[src/rtl/mem_arbiter_pkg.sv]
// Shared types and constants for the CPU/host RAM arbiter: FSM states,
// PIA register map and the default host-grant spacing.
package mem_arbiter_pkg;

  typedef enum logic [1:0] {
    IDLE  = 2'd0,
    GRANT = 2'd1,
    RESP  = 2'd2
  } arb_state_t;

  localparam logic [15:0] PIA_KBD   = 16'hD010;
  localparam logic [15:0] PIA_KBDCR = 16'hD011;
  localparam logic [15:0] PIA_DSP   = 16'hD012;
  localparam logic [15:0] PIA_DSPCR = 16'hD013;

  localparam int HOST_GAP_DEF = 4;

  // Widened by one bit so a window placed at the top of memory cannot wrap.
  function automatic logic in_io_window(input logic [15:0] addr, input logic [15:0] base);
    return ({1'b0, addr} >= {1'b0, base}) && ({1'b0, addr} <= ({1'b0, base} + 17'd3));
  endfunction

endpackage

[src/rtl/mem_arbiter_if.sv]
// Bundle of CPU, host, RAM and PIA signals around the arbiter.
// slave = arbiter side, master = surrounding system side.
interface mem_arbiter_if;
  logic [15:0] cpu_addr;
  logic [7:0]  cpu_do;
  logic        cpu_we;
  logic        rdy_in;
  logic        cpu_halt;
  logic        cpu_rdy;
  logic [7:0]  cpu_di;

  logic        host_req;
  logic        host_we;
  logic [15:0] host_addr;
  logic [7:0]  host_wdata;
  logic        host_ack;
  logic [7:0]  host_rdata;

  logic [15:0] mem_addr;
  logic [7:0]  mem_wdata;
  logic        mem_we;
  logic [7:0]  mem_rdata;

  logic        io_req;
  logic        io_we;
  logic [7:0]  io_rdata;

  modport slave (
    input  cpu_addr, cpu_do, cpu_we, rdy_in, cpu_halt,
    input  host_req, host_we, host_addr, host_wdata,
    input  mem_rdata, io_rdata,
    output cpu_rdy, cpu_di, host_ack, host_rdata,
    output mem_addr, mem_wdata, mem_we, io_req, io_we
  );

  modport master (
    output cpu_addr, cpu_do, cpu_we, rdy_in, cpu_halt,
    output host_req, host_we, host_addr, host_wdata,
    output mem_rdata, io_rdata,
    input  cpu_rdy, cpu_di, host_ack, host_rdata,
    input  mem_addr, mem_wdata, mem_we, io_req, io_we
  );
endinterface

[src/rtl/mem_arbiter_io_decode.sv]
// Combinational decode of the four-register PIA window on the CPU address.
module mem_arbiter_io_decode
  import mem_arbiter_pkg::*;
#(
  parameter logic [15:0] IO_BASE = PIA_KBD
) (
  input  logic [15:0] addr,
  output logic        io_hit
);

  assign io_hit = in_io_window(addr, IO_BASE);

endmodule

[src/rtl/mem_arbiter.sv]
// Single-port RAM arbiter: the CPU owns RAM in IDLE; a host access steals
// two cycles (GRANT, RESP), with a programmable idle gap between grants.
module mem_arbiter
  import mem_arbiter_pkg::*;
#(
  parameter logic [15:0] IO_BASE  = PIA_KBD,
  parameter int          HOST_GAP = HOST_GAP_DEF
) (
  input  logic          clk_dut,
  input  logic          reset_n,
  mem_arbiter_if.slave  bus
);

  localparam logic [2:0] GAP_LOAD = 3'(HOST_GAP);

  arb_state_t state;
  arb_state_t state_nxt;
  logic [2:0] gap_cnt;
  logic       io_sel_q;
  logic       io_hit;

  mem_arbiter_io_decode #(
    .IO_BASE (IO_BASE)
  ) u_io_decode (
    .addr   (bus.cpu_addr),
    .io_hit (io_hit)
  );

  always_ff @(posedge clk_dut or negedge reset_n) begin
    if (!reset_n) begin
      state    <= IDLE;
      gap_cnt  <= 3'd0;
      io_sel_q <= 1'b0;
    end else begin
      state <= state_nxt;
      case (state)
        IDLE: begin
          io_sel_q <= io_hit;
          if (gap_cnt != 3'd0) gap_cnt <= gap_cnt - 3'd1;
        end
        RESP:    gap_cnt <= GAP_LOAD;
        default: ;
      endcase
    end
  end

  // A halted CPU cannot be starved, so the gap only protects a running CPU.
  always_comb begin
    state_nxt     = state;
    bus.mem_addr  = bus.cpu_addr;
    bus.mem_wdata = bus.cpu_do;
    bus.mem_we    = 1'b0;
    bus.host_ack  = 1'b0;
    bus.cpu_rdy   = 1'b0;
    bus.io_req    = 1'b0;
    case (state)
      IDLE: begin
        bus.mem_we  = bus.cpu_we & ~io_hit;
        bus.cpu_rdy = bus.rdy_in;
        bus.io_req  = io_hit;
        if (bus.host_req && ((gap_cnt == 3'd0) || bus.cpu_halt)) state_nxt = GRANT;
      end
      GRANT: begin
        bus.mem_addr  = bus.host_addr;
        bus.mem_wdata = bus.host_wdata;
        bus.mem_we    = bus.host_we;
        state_nxt     = RESP;
      end
      RESP: begin
        bus.host_ack = 1'b1;
        state_nxt    = IDLE;
      end
      default: state_nxt = IDLE;
    endcase
  end

  assign bus.io_we      = bus.io_req & bus.cpu_we;
  assign bus.cpu_di     = io_sel_q ? bus.io_rdata : bus.mem_rdata;
  assign bus.host_rdata = bus.host_ack ? bus.mem_rdata : 8'h00;

endmodule

[src/flat_wrapper.sv]
// flat-port wrapper written by rule: the top's interface ports become plain ports
module mem_arbiter_flat import mem_arbiter_pkg::*;
#(
  parameter logic [15:0] IO_BASE  = PIA_KBD,
  parameter int          HOST_GAP = HOST_GAP_DEF
)
  (clk_dut, reset_n, bus_cpu_addr, bus_cpu_do, bus_cpu_we, bus_rdy_in, bus_cpu_halt, bus_host_req, bus_host_we, bus_host_addr, bus_host_wdata, bus_mem_rdata, bus_io_rdata, bus_cpu_rdy, bus_cpu_di, bus_host_ack, bus_host_rdata, bus_mem_addr, bus_mem_wdata, bus_mem_we, bus_io_req, bus_io_we);
  mem_arbiter_if bus_i ();
  input  logic clk_dut;
  input  logic reset_n;
  input wire logic [$bits(bus_i.cpu_addr)-1:0] bus_cpu_addr;
  input wire logic [$bits(bus_i.cpu_do)-1:0] bus_cpu_do;
  input wire logic [$bits(bus_i.cpu_we)-1:0] bus_cpu_we;
  input wire logic [$bits(bus_i.rdy_in)-1:0] bus_rdy_in;
  input wire logic [$bits(bus_i.cpu_halt)-1:0] bus_cpu_halt;
  input wire logic [$bits(bus_i.host_req)-1:0] bus_host_req;
  input wire logic [$bits(bus_i.host_we)-1:0] bus_host_we;
  input wire logic [$bits(bus_i.host_addr)-1:0] bus_host_addr;
  input wire logic [$bits(bus_i.host_wdata)-1:0] bus_host_wdata;
  input wire logic [$bits(bus_i.mem_rdata)-1:0] bus_mem_rdata;
  input wire logic [$bits(bus_i.io_rdata)-1:0] bus_io_rdata;
  output wire logic [$bits(bus_i.cpu_rdy)-1:0] bus_cpu_rdy;
  output wire logic [$bits(bus_i.cpu_di)-1:0] bus_cpu_di;
  output wire logic [$bits(bus_i.host_ack)-1:0] bus_host_ack;
  output wire logic [$bits(bus_i.host_rdata)-1:0] bus_host_rdata;
  output wire logic [$bits(bus_i.mem_addr)-1:0] bus_mem_addr;
  output wire logic [$bits(bus_i.mem_wdata)-1:0] bus_mem_wdata;
  output wire logic [$bits(bus_i.mem_we)-1:0] bus_mem_we;
  output wire logic [$bits(bus_i.io_req)-1:0] bus_io_req;
  output wire logic [$bits(bus_i.io_we)-1:0] bus_io_we;
  assign bus_i.cpu_addr = bus_cpu_addr;
  assign bus_i.cpu_do = bus_cpu_do;
  assign bus_i.cpu_we = bus_cpu_we;
  assign bus_i.rdy_in = bus_rdy_in;
  assign bus_i.cpu_halt = bus_cpu_halt;
  assign bus_i.host_req = bus_host_req;
  assign bus_i.host_we = bus_host_we;
  assign bus_i.host_addr = bus_host_addr;
  assign bus_i.host_wdata = bus_host_wdata;
  assign bus_i.mem_rdata = bus_mem_rdata;
  assign bus_i.io_rdata = bus_io_rdata;
  assign bus_cpu_rdy = bus_i.cpu_rdy;
  assign bus_cpu_di = bus_i.cpu_di;
  assign bus_host_ack = bus_i.host_ack;
  assign bus_host_rdata = bus_i.host_rdata;
  assign bus_mem_addr = bus_i.mem_addr;
  assign bus_mem_wdata = bus_i.mem_wdata;
  assign bus_mem_we = bus_i.mem_we;
  assign bus_io_req = bus_i.io_req;
  assign bus_io_we = bus_i.io_we;
  mem_arbiter #(.IO_BASE(IO_BASE), .HOST_GAP(HOST_GAP)) u_core (.clk_dut(clk_dut), .reset_n(reset_n), .bus(bus_i));
endmodule
[config.mk]
export PLATFORM = sky130hd
export DESIGN_NAME = mem_arbiter_flat
export DESIGN_NICKNAME = d
export VERILOG_FILES = /design/src/rtl/mem_arbiter_pkg.sv /design/src/rtl/mem_arbiter_if.sv /design/src/rtl/mem_arbiter_io_decode.sv /design/src/rtl/mem_arbiter.sv /design/src/flat_wrapper.sv
export SDC_FILE = /design/constraint.sdc
export NUM_CORES = 1
export LEC_CHECK = 0
export BUFFER_PORTS_ARGS = -buffer_cell sky130_fd_sc_hd__buf_2
export CORE_MARGIN = 3
export CORE_UTILIZATION = 34
export DETAILED_ROUTE_END_ITERATION = 8
export HOLD_SLACK_MARGIN = 0.02
export PLACE_DENSITY = 0.85
export REMOVE_ABC_BUFFERS = 1
export SYNTH_ARGS = -nofsm -noshare
export SYNTH_HDL_FRONTEND = slang
export SYNTH_SLANG_ARGS = --single-unit
[constraint.sdc]
create_clock -name clk_dut -period 2.44 [get_ports clk_dut]
set_input_delay 0.122 -clock clk_dut [delete_from_list [all_inputs] [get_ports clk_dut]]
set_output_delay 0.122 -clock clk_dut [all_outputs]
set_load 0.01 [all_outputs]
* Yosys cells after proc, flatten, opt, wreduce, memory -nomap -nowiden
Cells that the tools add are included.
** Cells by class
- $add $sub $neg :: 1
- Multipliers :: 0
- Divide/modulo/power cells :: 0
- $lt $le $gt $ge :: 2
- Equality and inequality tests :: 4
- Shift-type cells :: 0
- Multiplexer cells :: 12
- Bitwise logic cells :: 3
- Reduce and logical (&&, ||, !) cells :: 8
** Operators by type and width (number)
- $mux W8 :: 3
- $ge A16 B16 Y1 const B :: 1
- $le A16 B16 Y1 const B :: 1
- $mux W16 :: 1
- $pmux W3 S2 :: 1
- $ne A2 B1 Y1 const B :: 2
- $pmux W2 S2 :: 1
- $logic_not A3 Y1 :: 1
- $mux W1 :: 3
- $mux W3 :: 1
- $reduce_bool A3 Y1 :: 1
- $sub A3 B1 Y3 const B :: 1
- $and A1 B1 Y1 :: 2
- $eq A2 B1 Y1 const B :: 1
- $eq A2 B2 Y1 const B :: 1
- $logic_and A1 B1 Y1 :: 2
- $logic_not A2 Y1 :: 1
- $mux W2 :: 1
- $pmux W1 S2 :: 1
- $reduce_and A2 Y1 :: 1
- $reduce_bool A2 Y1 :: 1
- $logic_or A1 B1 Y1 :: 1
- $not A1 Y1 :: 1
** Word-level totals
- Register bits after elaboration :: 6
- Latch bits :: 0
- Bits in writable memories :: 0
- Bits in read-only memories :: 0
- Input port bits :: 71
- Word-level logic and storage cells :: 33
- Memories kept :: 0

* Longest topological paths before layout
Gate-level depths: netlist of run 1.
- Word-level depth :: 5
- Mapped depth :: 5
- Mapped depth without buffers :: 5

* Cells and area by module
Synthesis of run 1 repeated with hierarchy kept, for this count alone.
** Unflattened totals
- Cell total of the unflattened synthesis :: 84
- Area, all modules :: 920.9 sq um
** By module, submodules not included
- mem_arbiter :: instances 1, cells each 79, area each 877.1 sq um, seq. area each 150.1 sq um
- mem_arbiter_io_decode :: instances 1, cells each 5, area each 43.8 sq um, seq. area each 0.0 sq um

* Least setup slack after synthesis of run 1
No wires, ideal clock.
- Path kind :: register -> output
- From :: register u_core.state[0]
- To :: output port bus_mem_addr[10]
- Arrival :: 1.181 ns
- Data required time :: 2.318 ns
- Path slack :: 1.137 ns
- Stages on the path, launching flop included :: 6
- Buffers on the path :: 3
- Path through :: dfrtp_1 buf_6 nor2b_4 buf_6 buf_12 mux2_4
** Between the ends
- Cells in the longest elaborated chain, start to end :: 2
** Ends and longest elaborated chain
- from (decl) :: line mem_arbiter.sv:16 : arb_state_t state;
- from (signal assigned) :: line mem_arbiter.sv:35 : state <= state_nxt;
- $eq A2 B1 Y1 :: line mem_arbiter.sv:56 : case (state)
- $mux W16 :: line mem_arbiter.sv:56
- to (decl) :: line flat_wrapper.sv:26 : output wire logic [$bits(bus_i.mem_addr)-1:0] bus_mem_addr;
Every way passes these cells.

* Final worst setup path of run 1
- From :: register u_core.state[0]
- To :: output port bus_mem_addr[3]
The elaborated chain is that of the path after synthesis.

==> flow_summary.json, run 1 <==
{
  "status": "complete, no violations",
  "use_met1_pct": 16.64,
  "row_count": 18,
  "required_ps": 2320,
  "cts_root_buf": "clkbuf_4",
  "post-place-ws_ps": 794.3,
  "grt_pass1_vias": 1092,
  "cts_tree": "yes",
  "power_density_nw_per_um2": 550.8,
  "postSynth.asyncResetShare_pct": 100.0,
  "fmax_mhz": 524.6,
  "crit_type": "reg -> out",
  "ys_seq_area_share_pct": 16.62,
  "cts.clk_slew.worst_paths_ps": 40,
  "core_um2": 2500,
  "ys.flop_type": "dfrtp_1",
  "port_buffers": 115,
  "leakage_uw": 0.0008618,
  "drv_slew": 0,
  "end_kind": "output pin",
  "ir_worst_vdd_mv": 0.3838,
  "worst_pin_slew_ps": 412.0,
  "final_common_cell": "buf_2",
  "reg2reg_slack_ps": 1280,
  "yosysWarnings": 0,
  "cts.sinks": 6,
  "grt_antenna_before_repair": 0,
  "ys_top_cells_by_area": "mux2_4 (30%), mux2_2 (17%), dfrtp_1 (17%)",
  "insertedDiodeCount": 0,
  "die_area_um2": 3311,
  "worstHoldStart": "bus_host_req",
  "drv_cap": 0,
  "grt_pass1_wl_um": 4485,
  "placed_cells": 224,
  "num_vias": 1070,
  "crit_path_start_kind": "flip-flop",
  "grt_setup_unrepaired": "false",
  "fin_nets": 273,
  "worstReg2RegEnd": "u_core.gap_cnt[1]",
  "grtUsageMet2_pct": 33.87,
  "synth_cell_types": 25,
  "setup_slack_ps": 533.9,
  "die_w_um": 57.55,
  "routed_wl_um": 2936,
  "grt_util_all_layers_pct": 16.85,
  "viasPerCell": 4.693,
  "worst_clock_skew_ps": 3.735,
  "mostFrequentLayoutCells": "buf_2 (115), mux2_4 (18), mux2_2 (14), and2_1 (9), o21ai_0 (7)",
  "syn2layout_area_growth_pct": 64.54,
  "min_path_cells": 2,
  "place_congestion": 0.7605,
  "busiest_layer": "met2",
  "tns_ps": 0,
  "h-tree-depth": 1,
  "yosysTopAreaCellShare_pct": 29.92,
  "hpwl_um": 2651,
  "ioPinCount": 116,
  "r2r-start": "u_core.gap_cnt[0]",
  "period_share_pct": 78.12,
  "synth_area_um2": 903.4,
  "synth_edf_count": 0,
  "die_h_um": 57.55,
  "ant_nets": 0,
  "cp.arrival_ps": 1780,
  "hold_violations": 0,
  "wire_per_inst_um": 12.88,
  "whs_endpoint": "u_core.state[0]",
  "start_util_pct": 36.14,
  "grt_overflow_total": 0,
  "first_pass_iters": 4,
  "grt_max_degree": 27,
  "synth.avg_cell_area_um2": 10.75,
  "drt_first_iter_violations": 12,
  "met3_usage_pct": 2.941,
  "rr_worst_depth": 5,
  "clk_latency_ps": 240,
  "synth_top_cell_by_area": "mux2_4",
  "drc_errors": 0,
  "synthCells": 84,
  "setup_viol": 0,
  "hold_class": "in -> reg",
  "post_cts_buffers": 0,
  "cts.path.max_buffers": 2,
  "stdcell_count": 228,
  "cts_buffers": 3,
  "ys_seq_elements": 6,
  "crit_path_max_fanout": 26,
  "final_util_pct": 59.46,
  "drive_gt1_share_pct": 76.77,
  "slew_headroom_pct": 72.48,
  "fin_crit_ps": 1906
}
metrics by stage:
| stage | total power [µW] | hold WS, ps | cell area, µm² |
|---|---|---|---|
| 6_report | 818.8 | 112.9 | 1486 |
| 5_1_grt | 894.7 | 117.7 | 1486 |
| 4_1_cts | 829.4 | 106.9 | 1486 |
| 3_5_place_dp | 733.1 | -44.51 | 1454 |
| 3_3_place_gp | 722.4 | -50.50 | 1454 |
| 2_1_floorplan | 526.0 | -173.6 | 833.3 |
worst max-delay path, stage by stage (launching register included):
cell	delay [ps]
dfrtp_1	470
nor2b_4	180
buf_4	360
mux2_2	380
buf_2	140
final cells by class:
cell class	count	area, µm²
timing repair buffer	117	593.1
sequential	6	150.1
fill	233	1013
multi-input combinational	69	671.9
inverter	3	11.26
tap	30	37.54
clock buffer	3	22.52
synth_stat cells, drive strengths merged (2+ instances only):
cell type and number:
inv 3, ha 2, clkbuf 2, o21ai 7, dfrtp 6, mux2 32, and2 9, nor2b 3
nor2 4, buf 4
how the worst max path moves through the flow:
stage	startpoint	endpoint	slack (ps)
global placement	u_core.state[0]	bus_mem_addr[1]	820
floorplan	u_core.state[0]	bus_mem_addr[0]	800
global route	u_core.state[0]	bus_mem_addr[1]	420
detailed placement	u_core.state[0]	bus_mem_addr[3]	790
finish	u_core.state[0]	bus_mem_addr[3]	530
CTS	u_core.state[0]	bus_mem_addr[3]	530
layer usage:
metal | routed length [µm] | share of wire, % | vias to the layer above
met1 | 973 | 33 | 470
met3 | 255 | 8.7 | 7
met2 | 1647 | 56 | 59
li1 | - | - | 534
met4 | 59 | 2.0 | 0
met5 | 0 | 0 | -
logic make-up (layout without fill, tap and decap cells):
| group | Yosys count | count (layout) | synth area share, % |
|---|---|---|---|
| mux | 32 | 32 | 47.37 |
| simple gates | 24 | 24 | 16.76 |
| compound gates | 11 | 11 | 7.479 |
| buf+inv | 9 | 123 | 9.003 |
| flops | 6 | 6 | 16.62 |
| fa+ha+maj | 2 | 2 | 2.770 |
report_power, final:
group          switching [µW]  internal, µW
sequential               36.2           135
combinational             254           304
clock                    34.4          55.5
total                     325           494
registers in the layout (all words and copies together) (netlist names):
signal / count
u_core.gap_cnt: 3
u_core.state: 2
u_core.io_sel_q: 1
what timing repair did:
item / 4_1_cts / 5_1_grt
endpoints found under the hold margin: 6 / 0
resized for setup: 0 / 0
hold buffers: 1 / 0
(Power assumes the default switching activity.)
==> run 2: changes to the inputs <==
--- a/config.mk
+++ b/config.mk
@@ -7,10 +7,10 @@
 export LEC_CHECK = 0
 export BUFFER_PORTS_ARGS = -buffer_cell sky130_fd_sc_hd__buf_2
 export CORE_MARGIN = 3
-export CORE_UTILIZATION = 34
+export CORE_UTILIZATION = 32
 export DETAILED_ROUTE_END_ITERATION = 8
 export HOLD_SLACK_MARGIN = 0.02
-export PLACE_DENSITY = 0.85
+export PLACE_DENSITY = 0.81
 export REMOVE_ABC_BUFFERS = 1
 export SYNTH_ARGS = -nofsm -noshare
 export SYNTH_HDL_FRONTEND = slang
==> constraint.sdc (replaced) <==
create_clock -name clk_dut -period 1.88 [get_ports clk_dut]
set_input_delay 0.094 -clock clk_dut [delete_from_list [all_inputs] [get_ports clk_dut]]
set_output_delay 0.094 -clock clk_dut [all_outputs]
set_load 0.01 [all_outputs]
==> flow_summary.json, run 2 (synthesis gave the netlist of run 1 again) <==
{
  "grt_setup_unrepaired": "false",
  "required_ps": 1790,
  "setup_viol": 0,
  "rr_worst_depth": 5,
  "grt_max_degree": 27,
  "drv_slew": 0,
  "drive_gt1_share_pct": 76.77,
  "critPathBufInv": 2,
  "worst_clock_skew_ps": 5.440,
  "critPathMaxStageDelay_ps": 460,
  "drc_errors": 0,
  "cts.clk_slew.worst_paths_ps": 50,
  "r2r-start": "u_core.gap_cnt[0]",
  "hold_class": "in -> reg",
  "grt_pass1_vias": 1074,
  "ant_nets": 0,
  "final_common_cell": "buf_2",
  "wire_per_inst_um": 12.99,
  "crit_type": "reg -> out",
  "h-tree-depth": 1,
  "crit_family": "flip-flops",
  "hold_violations": 0,
  "syn2layout_area_growth_pct": 65.93,
  "grt_overflow_total": 0,
  "power_density_nw_per_um2": 718.5,
  "cts.sinks": 6,
  "cp.arrival_ps": 1640,
  "cts_buffers": 3,
  "core_um2": 2590,
  "top_register": "u_core.gap_cnt",
  "tns_ps": 0,
  "cp_num_cells": 4,
  "hpwl_um": 2660,
  "first_pass_iters": 3,
  "cts_tree": "yes",
  "status": "complete, no violations",
  "fin_nets": 273,
  "period_share_pct": 92.35,
  "row_count": 18,
  "post_cts_buffers": 0,
  "cts.path.max_buffers": 2,
  "p_total_uw": 1077,
  "num_vias": 1075,
  "drv_cap": 0,
  "crit_path_start_kind": "flip-flop",
  "largest_reg_flops": 3,
  "die_w_um": 59.13,
  "slew_headroom_pct": 65.65,
  "mostFrequentLayoutCells": "buf_2 (115), mux2_4 (18), mux2_2 (14), and2_1 (9), o21ai_0 (7)",
  "worst_pin_slew_ps": 514.2,
  "worst_path_max_delay_cell": "dfrtp_1",
  "ir_worst_vdd_mv": 0.5070,
  "insertedDiodeCount": 0,
  "die_h_um": 59.13,
  "top_regs": "u_core.gap_cnt: 3 flops, u_core.state: 2 flops, u_core.io_sel_q: 1 flops",
  "start_util_pct": 34.88,
  "viasPerCell": 4.715,
  "port_buffers": 115,
  "whs_endpoint": "u_core.state[0]",
  "end_kind": "output pin",
  "grt_util_all_layers_pct": 16.31,
  "clk_latency_ps": 240,
  "grt_antenna_before_repair": 0,
  "min_path_cells": 2,
  "worstHoldStart": "bus_host_req",
  "ioPinCount": 116,
  "die_area_um2": 3496,
  "reg2reg_slack_ps": 720,
  "cts_root_buf": "clkbuf_4",
  "fin_crit_ps": 1736,
  "crit_chain": "nor2b_4 > buf_12 > mux2_2 > buf_2",
  "grt_pass1_wl_um": 4450,
  "place_congestion": 0.7440,
  "crit_path_max_fanout": 26,
  "fmax_mhz": 576.0,
  "routed_wl_um": 2962,
  "leakage_uw": 0.0008651,
  "worstReg2RegEnd": "u_core.gap_cnt[0]",
  "drt_first_iter_violations": 5,
  "nFillCells": 233
}
==> run 2: cell counts in the layout (fill, tap and decap cells not counted) <==
Identical to the previous run, type by type.
==> run 2: worst max path at each step <==
stage,startpoint,endpoint
global placement,u_core.state[0],bus_mem_addr[2]
floorplan,u_core.state[0],bus_mem_addr[0]
CTS,u_core.state[0],bus_mem_wdata[7]
detailed placement,u_core.state[0],bus_mem_wdata[7]
global route,u_core.state[0],bus_mem_wdata[7]
finish,u_core.state[0],bus_mem_wdata[7]
==> run 2: layer usage <==
layer / wire length (µm) / up-vias / GRT usage [%] / part of all wire [%]
met5: 0 / - / 0 / 0
met4: 116 / 0 / 8.091 / 3.9
met3: 354 / 10 / 5.011 / 12
met2: 1588 / 67 / 31.70 / 54
met1: 902 / 466 / 14.97 / 30
li1: - / 532 / - / -
==> run 2: power by group <==
| part | leakage [µW] | total (µW) | internal [µW] | switching (µW) |
|---|---|---|---|---|
| registers | 0.0000766 | 221 | 175 | 46.2 |
| logic | 0.000775 | 738 | 406 | 331 |
| clock network | 0.0000138 | 119 | 72.2 | 46.4 |
==> run 2: final cells by class <==
| cell class | instances | area [µm²] | area share [%] |
|---|---|---|---|
| tap | 30 | 37.54 | 2.504 |
| clock buffer | 3 | 22.52 | 1.503 |
| sequential | 6 | 150.1 | 10.02 |
| timing repair buffer | 117 | 605.6 | 40.40 |
| multi-input combinational | 69 | 671.9 | 44.82 |
| inverter | 3 | 11.26 | 0.7513 |
==> run 2: metrics by stage <==
step | hold WS [ps] | instances | util (%) | instance area [µm²] | worst slack [ps]
3_5_place_dp | -76.22 | 224 | 56.62 | 1466 | 409.4
4_1_cts | 78.85 | 228 | 57.87 | 1499 | 143.7
5_1_grt | 83.24 | 228 | 57.87 | 1499 | 56.50
3_3_place_gp | -76.97 | 224 | 56.62 | 1466 | 441.1
2_1_floorplan | -201.6 | 78 | - | 833.3 | 265.5
6_report | 77.55 | 228 | 57.87 | 1499 | 143.8
==> run 2: what timing repair did <==
action / 4_1_cts / 5_1_grt
resized for setup: 0 / 0
endpoints found under the hold margin: 6 / 0
hold buffers: 1 / 0
==> run 3: changes to the inputs <==
--- a/config.mk
+++ b/config.mk
@@ -10,8 +10,9 @@
 export CORE_UTILIZATION = 32
 export DETAILED_ROUTE_END_ITERATION = 8
 export HOLD_SLACK_MARGIN = 0.02
-export PLACE_DENSITY = 0.81
+export PLACE_DENSITY = 0.8
 export REMOVE_ABC_BUFFERS = 1
 export SYNTH_ARGS = -nofsm -noshare
 export SYNTH_HDL_FRONTEND = slang
+export SYNTH_HIERARCHICAL = 1
 export SYNTH_SLANG_ARGS = --single-unit
==> flow_summary.json, run 3 <==
{
  "top_register": "u_core/gap_cnt",
  "worst_path_max_delay_cell": "dfrtp_1",
  "ioPinCount": 116,
  "num_vias": 1055,
  "wire_per_inst_um": 12.84,
  "synth_edf_count": 0,
  "syn2layout_area_growth_pct": 64.13,
  "yosysTopAreaCellShare_pct": 30.98,
  "synth.avg_cell_area_um2": 10.96,
  "crit_path_start_kind": "flip-flop",
  "synth_top_cell_by_area": "mux2_4",
  "drv_slew": 0,
  "slew_headroom_pct": 71.46,
  "hold_violations": 0,
  "power_density_nw_per_um2": 711.1,
  "largest_reg_flops": 3,
  "ant_nets": 0,
  "worstReg2RegEnd": "u_core/io_sel_q",
  "ys_seq_elements": 6,
  "cts_resized": 0,
  "setup_slack_ps": 159.4,
  "top_regs": "u_core/gap_cnt: 3 flops, u_core/state: 2 flops, u_core/io_sel_q: 1 flops",
  "hold_class": "in -> reg",
  "worst_pin_slew_ps": 427.8,
  "grt_pass1_wl_um": 4291,
  "synth_cell_types": 28,
  "seq_area_um2": 150.1,
  "cts.clk_slew.worst_paths_ps": 40,
  "period_share_pct": 91.52,
  "synth_common_cells": "mux2_4 (19), mux2_2 (11), and2_1 (10)",
  "postSynth.asyncResetShare_pct": 100.0,
  "post_cts_buffers": 0,
  "fmax_mhz": 581.2,
  "critPathMaxStageDelay_ps": 470,
  "setup_viol": 0,
  "multi_input_area_um2": 693.2,
  "hpwl_um": 2677,
  "cts_root_buf": "clkbuf_4",
  "mostFrequentLayoutCells": "buf_2 (115), mux2_4 (19), mux2_2 (11), and2_1 (10), dfrtp_1 (6)",
  "hold_buffers": 1,
  "grt_max_degree": 26,
  "ys_seq_area_share_pct": 16.30,
  "fin_nets": 273,
  "synth_area_um2": 920.9,
  "end_kind": "output pin",
  "routed_wl_um": 2928,
  "whs_endpoint": "u_core/state[0]",
  "yosysWarnings": 6,
  "drt_first_iter_violations": 11,
  "die_area_um2": 3558,
  "cts_buffers": 3,
  "cts_tree": "yes",
  "drc_errors": 0,
  "clk_latency_ps": 240,
  "drv_cap": 0,
  "leakage_uw": 0.0009313,
  "tns_ps": 0,
  "synthCells": 84,
  "cts.path.max_buffers": 2,
  "r2r-start": "u_core/state[0]",
  "drive_gt1_share_pct": 76.26,
  "row_count": 18,
  "post-place-ws_ps": 400.5,
  "grt_util_all_layers_pct": 15.80,
  "ys_top_cells_by_area": "mux2_4 (31%), dfrtp_1 (16%), mux2_2 (13%)",
  "port_buffers": 115,
  "fin_crit_ps": 1721,
  "worst_clock_skew_ps": 3.092,
  "die_h_um": 59.65,
  "grt_setup_unrepaired": "false",
  "grt_antenna_before_repair": 0,
  "crit_type": "reg -> out",
  "worstHoldStart": "bus_host_req",
  "place_congestion": 0.7445,
  "ys.flop_type": "dfrtp_1",
  "h-tree-depth": 1,
  "synth_most_common_cell": "mux2_4",
  "crit_chain": "nand2b_4 > mux2_2 > buf_2",
  "start_util_pct": 35.25,
  "grt_overflow_total": 0,
  "reg2reg_slack_ps": 610,
  "grt_pass1_vias": 1070,
  "ir_worst_vdd_mv": 0.4789,
  "status": "complete, no violations",
  "insertedDiodeCount": 0,
  "crit_path_max_fanout": 25,
  "cts.sinks": 6,
  "min_path_cells": 3,
  "required_ps": 1790,
  "rr_worst_depth": 2,
  "cp.arrival_ps": 1630,
  "final_common_cell": "buf_2",
  "nFillCells": 247,
  "viasPerCell": 4.627,
  "first_pass_iters": 2,
  "core_um2": 2613,
  "die_w_um": 59.65
}
-- run 3: cell families (layout without fill, tap and decap cells) --
logic type / count (synthesis) / count (layout) / synth area share [%]
buffers and inverters: 10 / 124 / 8.423
multiplexers: 33 / 33 / 48.10
AND/OR/NAND/NOR: 27 / 27 / 19.70
AO/OA/AOI/OAI: 6 / 6 / 4.756
adder cells (fa/ha/maj): 2 / 2 / 2.717
flip-flops: 6 / 6 / 16.30
-- run 3: worst max path at each step --
stage                             to       startpoint  cells after the start
floorplan           bus_mem_addr[12]  u_core/state[0]                      2
global placement    bus_mem_addr[12]  u_core/state[0]                      3
detailed placement  bus_mem_addr[12]  u_core/state[0]                      3
CTS                 bus_mem_addr[12]  u_core/state[0]                      3
global route        bus_mem_addr[12]  u_core/state[0]                      3
finish              bus_mem_addr[12]  u_core/state[0]                      3
-- run 3: power breakdown --
group          switching [µW]  internal (µW)
clock                    41.0           71.8
sequential               39.4            175
combinational             337            411
total                     417            658
-- run 3: worst max-delay path: cells and delay by family, from the launching register on --
kind | cells | cell delay, ps
flops | 1 | 470
simple gates | 1 | 380
buf+inv | 1 | 140
mux | 1 | 400
-- run 3: through the flow --
step	area (µm²)	power, µW	utilization (%)	hold WS, ps	cells
finish	1511	1075	57.85	69.41	228
CTS	1511	1096	57.85	61.20	228
global placement	1479	967.6	56.61	-73.78	224
global route	1511	1178	57.85	68.54	228
detailed placement	1479	973.1	56.61	-74.12	224
floorplan	858.3	700.8	-	-201.6	78
-- run 3: final cells by class --
cell class              count  share of cell area, %
clock buffers               3                  1.490
inverters                   4                 0.9934
multi-input cells          68                  45.86
flip-flops and latches      6                  9.934
well taps                  30                  2.483
repair buffers            117                  39.24
-- run 3: per-layer routing --
layer / part of all wire, % / vias up / global-route usage, %
met5: 0 / - / 0
met4: 0.75 / 0 / 5.380
met3: 11 / 4 / 5.229
met2: 57 / 62 / 32.72
met1: 32 / 458 / 13.43
li1: - / 531 / -
